### config.mk
export PLATFORM = sky130hd
export DESIGN_NAME = usb_tx_arbiter
export DESIGN_NICKNAME = d
export VERILOG_FILES = /design/src/rtl/usb_tx_arbiter.sv
export SDC_FILE = /design/constraint.sdc
export NUM_CORES = 1
export LEC_CHECK = 0
export CORE_UTILIZATION = 40
export CTS_CLUSTER_DIAMETER = 150
export DETAILED_ROUTE_END_ITERATION = 16
export PLACE_DENSITY = 0.78
export SYNTH_ARGS = -nofsm -noshare
export SYNTH_HDL_FRONTEND = slang
export SYNTH_SLANG_ARGS = --single-unit
### constraint.sdc
create_clock -name clk -period 2.3 [get_ports clk]
set_input_delay 0.23 -clock clk [delete_from_list [all_inputs] [get_ports clk]]
set_output_delay 0.23 -clock clk [all_outputs]
set_load 0.02 [all_outputs]
### src/rtl/usb_tx_arbiter.sv
// Two-requester byte arbiter for a USB serial peripheral. For each granted byte it
// polls STATUS until the TX FIFO has space, then writes DATA on a select/ready bus.
module usb_tx_arbiter #(
    parameter logic [31:0] BASE_ADDR    = 32'h0002_0000,
    parameter int unsigned LOCK_TIMEOUT = 255
) (
    input  logic        clk,
    input  logic        reset,
    input  logic [7:0]  req0_data,
    input  logic [7:0]  req1_data,
    input  logic        req0_valid,
    input  logic        req1_valid,
    input  logic        req0_last,
    input  logic        req1_last,
    output logic        req0_ready,
    output logic        req1_ready,
    output logic [31:0] address_out,
    output logic        sel_out,
    output logic        read_out,
    output logic [3:0]  write_mask_out,
    output logic [31:0] write_value_out,
    input  logic [31:0] read_value_in,
    input  logic        ready_in,
    output logic        grant,
    output logic        locked,
    output logic [15:0] poll_retries
);

    localparam logic [1:0] S_IDLE     = 2'd0;
    localparam logic [1:0] S_POLL_REQ = 2'd1;
    localparam logic [1:0] S_POLL_CHK = 2'd2;
    localparam logic [1:0] S_WRITE    = 2'd3;

    localparam logic [31:0] ADDR_STATUS  = BASE_ADDR + 32'd4;
    localparam logic [31:0] ADDR_DATA    = BASE_ADDR + 32'd8;
    localparam logic [15:0] TIMEOUT_LAST = 16'(LOCK_TIMEOUT - 1);

    logic [1:0]  r_state;
    logic        r_grant;
    logic        r_locked;
    logic        r_rr_next;
    logic [7:0]  r_data;
    logic        r_last;
    logic [15:0] r_lock_cnt;
    logic [15:0] r_poll_retries;
    logic        r_sel;
    logic        r_read;
    logic [3:0]  r_mask;
    logic [31:0] r_addr;
    logic [31:0] r_wdata;

    logic [1:0]  w_state_nxt;
    logic        w_win;
    logic        w_win_valid;
    logic [7:0]  w_win_data;
    logic        w_win_last;
    logic        w_write_done;
    logic        w_unused;

    // Arbitration: a held lock pins the owner, otherwise round-robin between valid requesters
    always_comb begin
        w_win       = r_rr_next;
        w_win_valid = 1'b0;
        if (r_locked) begin
            w_win       = r_grant;
            w_win_valid = r_grant ? req1_valid : req0_valid;
        end else if (req0_valid && req1_valid) begin
            w_win_valid = 1'b1;
        end else if (req0_valid) begin
            w_win       = 1'b0;
            w_win_valid = 1'b1;
        end else if (req1_valid) begin
            w_win       = 1'b1;
            w_win_valid = 1'b1;
        end else begin
            w_win_valid = 1'b0;
        end
    end

    assign w_win_data   = w_win ? req1_data : req0_data;
    assign w_win_last   = w_win ? req1_last : req0_last;
    assign w_write_done = (r_state == S_WRITE) && ready_in;
    assign w_unused     = ^read_value_in[31:1];

    // Next-state decode of the bus sequencer
    always_comb begin
        w_state_nxt = S_IDLE;
        case (r_state)
            S_IDLE:     w_state_nxt = w_win_valid ? S_POLL_REQ : S_IDLE;
            S_POLL_REQ: w_state_nxt = ready_in ? S_POLL_CHK : S_POLL_REQ;
            S_POLL_CHK: w_state_nxt = read_value_in[0] ? S_WRITE : S_POLL_REQ;
            S_WRITE:    w_state_nxt = ready_in ? S_IDLE : S_WRITE;
            default:    w_state_nxt = S_IDLE;
        endcase
    end

    // Sequencer state, grant/lock ownership, latched byte and lock idle timer
    always_ff @(posedge clk) begin
        if (reset) begin
            r_state    <= S_IDLE;
            r_grant    <= 1'b0;
            r_locked   <= 1'b0;
            r_rr_next  <= 1'b0;
            r_data     <= 8'h00;
            r_last     <= 1'b0;
            r_lock_cnt <= 16'd0;
        end else begin
            r_state <= w_state_nxt;
            if (r_state == S_IDLE) begin
                if (w_win_valid) begin
                    r_grant    <= w_win;
                    r_locked   <= 1'b1;
                    r_data     <= w_win_data;
                    r_last     <= w_win_last;
                    r_lock_cnt <= 16'd0;
                end else if (r_locked) begin
                    // Owner went quiet mid-packet: release after the idle budget, pointer untouched
                    if (r_lock_cnt >= TIMEOUT_LAST) begin
                        r_locked   <= 1'b0;
                        r_lock_cnt <= 16'd0;
                    end else begin
                        r_lock_cnt <= r_lock_cnt + 16'd1;
                    end
                end else begin
                    r_lock_cnt <= 16'd0;
                end
            end else if (w_write_done && r_last) begin
                r_locked  <= 1'b0;
                r_rr_next <= ~r_grant;
            end
        end
    end

    // Saturating count of STATUS polls that found the FIFO full
    always_ff @(posedge clk) begin
        if (reset) begin
            r_poll_retries <= 16'd0;
        end else if ((r_state == S_POLL_CHK) && !read_value_in[0] && (r_poll_retries != 16'hFFFF)) begin
            r_poll_retries <= r_poll_retries + 16'd1;
        end
    end

    // Bus outputs registered from the next state so they line up with the state they describe
    always_ff @(posedge clk) begin
        if (reset) begin
            r_sel   <= 1'b0;
            r_read  <= 1'b0;
            r_mask  <= 4'b0000;
            r_addr  <= 32'd0;
            r_wdata <= 32'd0;
        end else begin
            case (w_state_nxt)
                S_POLL_REQ: begin
                    r_sel   <= 1'b1;
                    r_read  <= 1'b1;
                    r_mask  <= 4'b0000;
                    r_addr  <= ADDR_STATUS;
                    r_wdata <= 32'd0;
                end
                S_WRITE: begin
                    r_sel   <= 1'b1;
                    r_read  <= 1'b0;
                    r_mask  <= 4'b0001;
                    r_addr  <= ADDR_DATA;
                    r_wdata <= {24'd0, r_data};
                end
                default: begin
                    r_sel   <= 1'b0;
                    r_read  <= 1'b0;
                    r_mask  <= 4'b0000;
                    r_addr  <= 32'd0;
                    r_wdata <= 32'd0;
                end
            endcase
        end
    end

    // The acknowledge must land in the same cycle the slave takes the write, so it stays combinational
    assign req0_ready = w_write_done && !r_grant && !reset;
    assign req1_ready = w_write_done && r_grant && !reset;

    assign address_out     = r_addr;
    assign sel_out         = r_sel;
    assign read_out        = r_read;
    assign write_mask_out  = r_mask;
    assign write_value_out = r_wdata;
    assign grant           = r_grant;
    assign locked          = r_locked;
    assign poll_retries    = r_poll_retries;

endmodule

======== Word-level counts from Yosys, hierarchy flattened ========
Cells that the tools add are included.
storage, ports and cells
  output and inout bits ................... 90
  bits of input ports ..................... 55
  flip-flop bits (word level) ............. 116
  word-level logic and storage cells ...... 72
operators by class
  bitwise logic cells ..................... 3
  eq/ne operators ......................... 6
  add/sub/neg operators ................... 2
  multiplexer cells ....................... 28
  reduce and logical (&&, ||, !) cells .... 18
  $lt $le $gt $ge ......................... 1
operators by type and width
  cell                                                                                  number
  16-bit two-way mux                                                                    3
  18-bit case mux with 2 select lines                                                   1
  16-bit by 1-bit adder with 16-bit output, second input constant                       2
  1-bit two-way mux                                                                     19
  16-bit by 8-bit greater-or-equal comparator with 1-bit output, second input constant  1
  16-bit inequality test, second input constant                                         1
  1-bit logical AND                                                                     9
  8-bit two-way mux                                                                     1
  2-bit case mux with 4 select lines                                                    1
  2-bit equality test, second input constant                                            3
  2-bit two-way mux                                                                     3
  2-bit by 1-bit equality test with 1-bit output, second input constant                 2
  2-bit AND reduction                                                                   2
  2-bit OR reduction                                                                    2
  1-bit logical NOT                                                                     3
  1-bit inverter                                                                        3
  2-bit logical NOT                                                                     1
  2-bit nonzero test                                                                    1

======== Logic depth before layout (Yosys ltp) ========
  word-level depth ........................ 9
  gate-level depth with buffers ........... 7
  gate-level depth less buffers ........... 6

======== Worst setup path after synthesis ========
OpenSTA, ideal clock, no wires.
  path type ............................... register -> register
  start ................................... register r_state[0]
  end ..................................... register r_poll_retries[13], in the netlist poll_retries[13]
  arrival time ............................ 1.912 ns
  library setup time ...................... 0.135 ns
  stages on the path, launching flop included .. 6
  slack ................................... 0.253 ns
  buffers on the path ..................... 1
  clock period less this slack ............ 2.047 ns
  data required time ...................... 2.165 ns
  cell sequence ........................... dfxtp_1 buf_6 or3b_4 or4_4 o311ai_0 o41ai_1
on the way
  word-level cells in the longest chain between the ends .. 3
ends and longest elaborated chain
  what                             RTL line  source
  start, declared                  38        logic [1:0] r_state;
  start signal, assigned           108       r_state <= w_state_nxt;
  2-bit equality test              138       end else if ((r_state == S_POLL_CHK) && !read_value_in[0] && (r_poll_retries != 16'hFFFF)) begin
  1-bit logical AND (2 in series)  138
  end signal, assigned             139       r_poll_retries <= r_poll_retries + 16'd1;
  end, declared                    45        logic [15:0] r_poll_retries;
Every way passes these cells.
A chain may end at the register's enable or synchronous reset.

======== Final worst setup path ========
  start ................................... register r_state[0]
  end ..................................... output req0_ready
on the way
  word-level cells in the longest chain between the ends .. 4
ends and longest elaborated chain
  what                             RTL line  source
  2-bit equality test              82        assign w_write_done = (r_state == S_WRITE) && ready_in;
  1-bit logical AND                82
  1-bit logical AND (2 in series)  179       assign req0_ready = w_write_done && !r_grant && !reset;
  end, declared                    15        output logic req0_ready,
Every way passes these cells.

==> impl_table.tex <==
\begin{tabular}{lr}
\hline
Metric & Value \\
\hline
\multicolumn{2}{l}{\textbf{Route}} \\
Number of antenna-violating nets in the routed design & 0 \\
Total number of vias & 2,821 \\
Detail-routed via count per cell & 5.24 \\
Pre-antenna DRT Iters & 4 \\
Total routed wirelength & 7000 um \\
DRC violation count after routing & 0 \\
Detail-routed net length per standard cell & 13.0 um \\
First DRT Iteration DRCs & 181 \\
\multicolumn{2}{l}{\textbf{GRT}} \\
Number of global-route vias before repair & 2,484 \\
Wire length of the first global-routing pass & 11,600 um \\
Total congestion overflow after global routing & 0 \\
Combined global-route utilization of all metal layers & 0.172 \\
Antenna violations before repair & 0 \\
Largest net degree at the start of global routing & 29 \\
\multicolumn{2}{l}{\textbf{Clock network}} \\
Cts bufs inserted & 5 \\
Maximum level of the CTS H-tree & 2 \\
Clk pin slew, worst setup/hold paths & 0.11 ns \\
Clk root buf & sky130\_fd\_sc\_hd\_\_clkbuf\_8 \\
Resize count post-CTS & 0 \\
Sink count of the clock tree & 56 \\
Worst-Skew Late Latency & 0.31 ns \\
Hold-fix buffer count after cts & 0 \\
Clock buffer depth & 2 \\
Post-CTS setup buffers & 0 \\
Clock tree from TritonCTS & done \\
\multicolumn{2}{l}{\textbf{STA}} \\
Total negative slack for setup checks & 0 ns \\
Number of slew-limit violations in the final report & 0 \\
Clock Skew & 0.00764 ns \\
Slew Limit Headroom & 0.667 \\
Maximum achievable frequency & 497 MHz \\
Worst-case hold slack & 0.461 ns \\
Post-route clock period utilization & 0.875 \\
Crit path setup slack, layout & 0.289 ns \\
Clock period minus final worst setup slack & 2.01 ns \\
Unrepaired setup endpoints after global routing & no \\
Final count of negative-setup-slack endpoints & 0 \\
Number of endpoints with negative hold slack in the final report & 0 \\
Pin slew with the least headroom to its limit & 0.496 ns \\
\multicolumn{2}{l}{\textbf{Setup path}} \\
Ordered cell list for the critical path & buf\_4 -> nand2\_1 -> nor3\_1 -> clkdlybuf4s50\_1 \\
Element type at the critical path end & primary output \\
Worst r2r path cells & 4 \\
Worst setup path startpoint & r\_state[0] \\
Critical Path Sink & req0\_ready \\
Worst reg2reg path startpoint & poll\_retries[2] \\
Crit Path Max Fanout & 11 \\
Capture instance of the worst register-to-register path & poll\_retries[13] \\
Data arrival at the endpoint of the critical path & 1.78 ns \\
Startpoint Class & flip-flop \\
Worst setup slack for register-to-register paths & 0.37 ns \\
Slowest library cell on the worst path & sky130\_fd\_sc\_hd\_\_clkdlybuf4s50\_1 \\
Crit Path Class & reg -> out \\
Stage delay of the slowest cell on the critical path & 0.66 ns \\
Endpoint required time on the critical path & 2.07 ns \\
\multicolumn{2}{l}{\textbf{Yosys}} \\
Most frequently used flop master after synthesis & sky130\_fd\_sc\_hd\_\_dfxtp\_1 \\
Proportion of synthesized chip area in sequential cells & 0.360 \\
Flops \& latches, synth & 56 \\
Netlist Area Pre-Place & 3120 um\^{}2 \\
Mean instance size in the synthesized netlist & 8.27 um\^{}2 \\
Number of warnings issued by yosys & 0 \\
EDFF count, synth & 0 \\
Number of distinct standard cells referenced by the synthesized netlist & 51 \\
Share of async-settable or async-resettable flops after synthesis & 0 \\
Post-Syn Instances & 377 \\
\multicolumn{2}{l}{\textbf{Die}} \\
Effective utilization at floorplan & 0.421 \\
Area of the die & 8150 um\^{}2 \\
Die X & 90.3 um \\
Number of standard-cell rows in the floorplan & 31 \\
Area of the placeable core & 7410 um\^{}2 \\
Total I/O pin count & 145 \\
Chip height & 90.3 um \\
\multicolumn{2}{l}{\textbf{Outcome}} \\
Run status & finished clean \\
\multicolumn{2}{l}{\textbf{Placement}} \\
Detailed placer's ending HPWL & 5150 um \\
Final weighted congestion in routability-driven placement & 0.860 \\
Pre-CTS setup slack & 0.0479 ns \\
Quantity of I/O buffers inserted on ports & 57 \\
\multicolumn{2}{l}{\textbf{Power and ir drop}} \\
IR Drop Worst-Case VDD & 0.245 mV \\
Power density over the cells & 534 nW/um\^{}2 \\
Total power consumption of the routed design & 1.99 mW \\
Leakage power of the design & 1.35 nW \\
\multicolumn{2}{l}{\textbf{Final layout}} \\
Footprint of the flip-flops and latches & 1120 um\^{}2 \\
Multi-input gate area & 1650 um\^{}2 \\
Commonest cells after routing, fill and taps aside & sky130\_fd\_sc\_hd\_\_clkdlybuf4s50\_1 (57), sky130\_fd\_sc\_hd\_\_conb\_1 (56), sky130\_fd\_sc\_hd\_\_dfxtp\_1 (56) \\
Layout overhead on the synthesized area & 19.4\% \\
Final Util & 0.502 \\
Number of fillers in the final layout & 710 \\
Final antenna diode count & 0 \\
Fraction of final layout cells with drive strength greater than 1 & 0.0729 \\
Most frequent standard cell in the layout excluding fill and tap cells & sky130\_fd\_sc\_hd\_\_clkdlybuf4s50\_1 \\
Final-stage net count & 496 \\
\multicolumn{2}{l}{\textbf{Flow run}} \\
Max-cap violations & 0 \\
\multicolumn{2}{l}{\textbf{Worst hold path}} \\
Type of the tightest min-delay check & reg -> reg \\
\hline
\end{tabular}
-- layout make-up --
class	count	share of cell area
Timing Repair Buffer	72	0.184
Multi-Input combinational cell	291	0.444
Clock inverter	3	0.00706
Clock buffer	5	0.0185
Sequential cell	56	0.301
Inverter	12	0.0121
Tap cell	99	0.0333
-- power breakdown --
group	internal [mW]	switching [mW]
combinational	0.140	0.253
sequential	1.01	0.0236
clock	0.223	0.340
-- state kept, by name (all words and copies together) (netlist names), 2 cells and up --
| register | cells |
|---|---|
| poll_retries | 16 |
| r_state | 2 |
| r_lock_cnt | 16 |
| r_data | 8 |
| write_value_out | 8 |
-- critical path: cells and delay by family (launching register included) --
family                 cells  cell delay [ns]
buffers and inverters      2             0.83
flip-flops                 1             0.34
AND/OR/NAND/NOR            2             0.30
-- logic make-up after synthesis --
logic type | count (synthesis) | share of synthesized area
AOI/OAI and AO/OA | 96 | 0.195
buffers and inverters | 85 | 0.176
and+or+nand+nor | 129 | 0.235
xor gates and xnor gates | 5 | 0.0141
muxes | 2 | 0.00682
other | 1 | 0.00120
adders and majority gates | 3 | 0.0120
DFF | 56 | 0.360
-- worst min-delay path by stage --
stage | start | end | slack (ns) | depth (start not counted)
after floorplan | req0_last | r_last | 0.39 | 2
after global placement | r_data[7] | write_value_out[7] | 0.43 | 1
after detailed placement | r_data[5] | write_value_out[5] | 0.44 | 1
after CTS | r_data[5] | write_value_out[5] | 0.46 | 1
after global routing | req0_data[0] | r_data[0] | 0.48 | 3
final | r_data[5] | write_value_out[5] | 0.46 | 1
-- per-stage QoR --
step | instances | instance area [um^2]
2_1_floorplan | 432 | 3320
3_3_place_gp | 530 | 3630
3_5_place_dp | 530 | 3630
4_1_cts | 538 | 3720
5_1_grt | 538 | 3720
6_report | 538 | 3720
-- synthesized netlist by cell type (all sizes together), types with 10 or more instances --
cell	count	area (um^2)
clkbuf	12	45.0
inv	12	45.0
or3	11	70.1
buf	61	459
nand2	21	78.8
nor2	14	52.6
nand3	26	130
dfxtp	56	1120
o21ai	28	140
a31oi	11	68.8
and2	10	62.6
a21oi	23	115
-- routing by layer --
metal / GRT usage / share of wire / vias up
met2: 0.295 / 0.48 / 99
met1: 0.214 / 0.45 / 1311
met5: 0 / 0 / -
met4: 0.0578 / 0.017 / 0
met3: 0.0337 / 0.050 / 14
li1: - / - / 1397
Note: power is estimated with default switching activity, not from simulation.
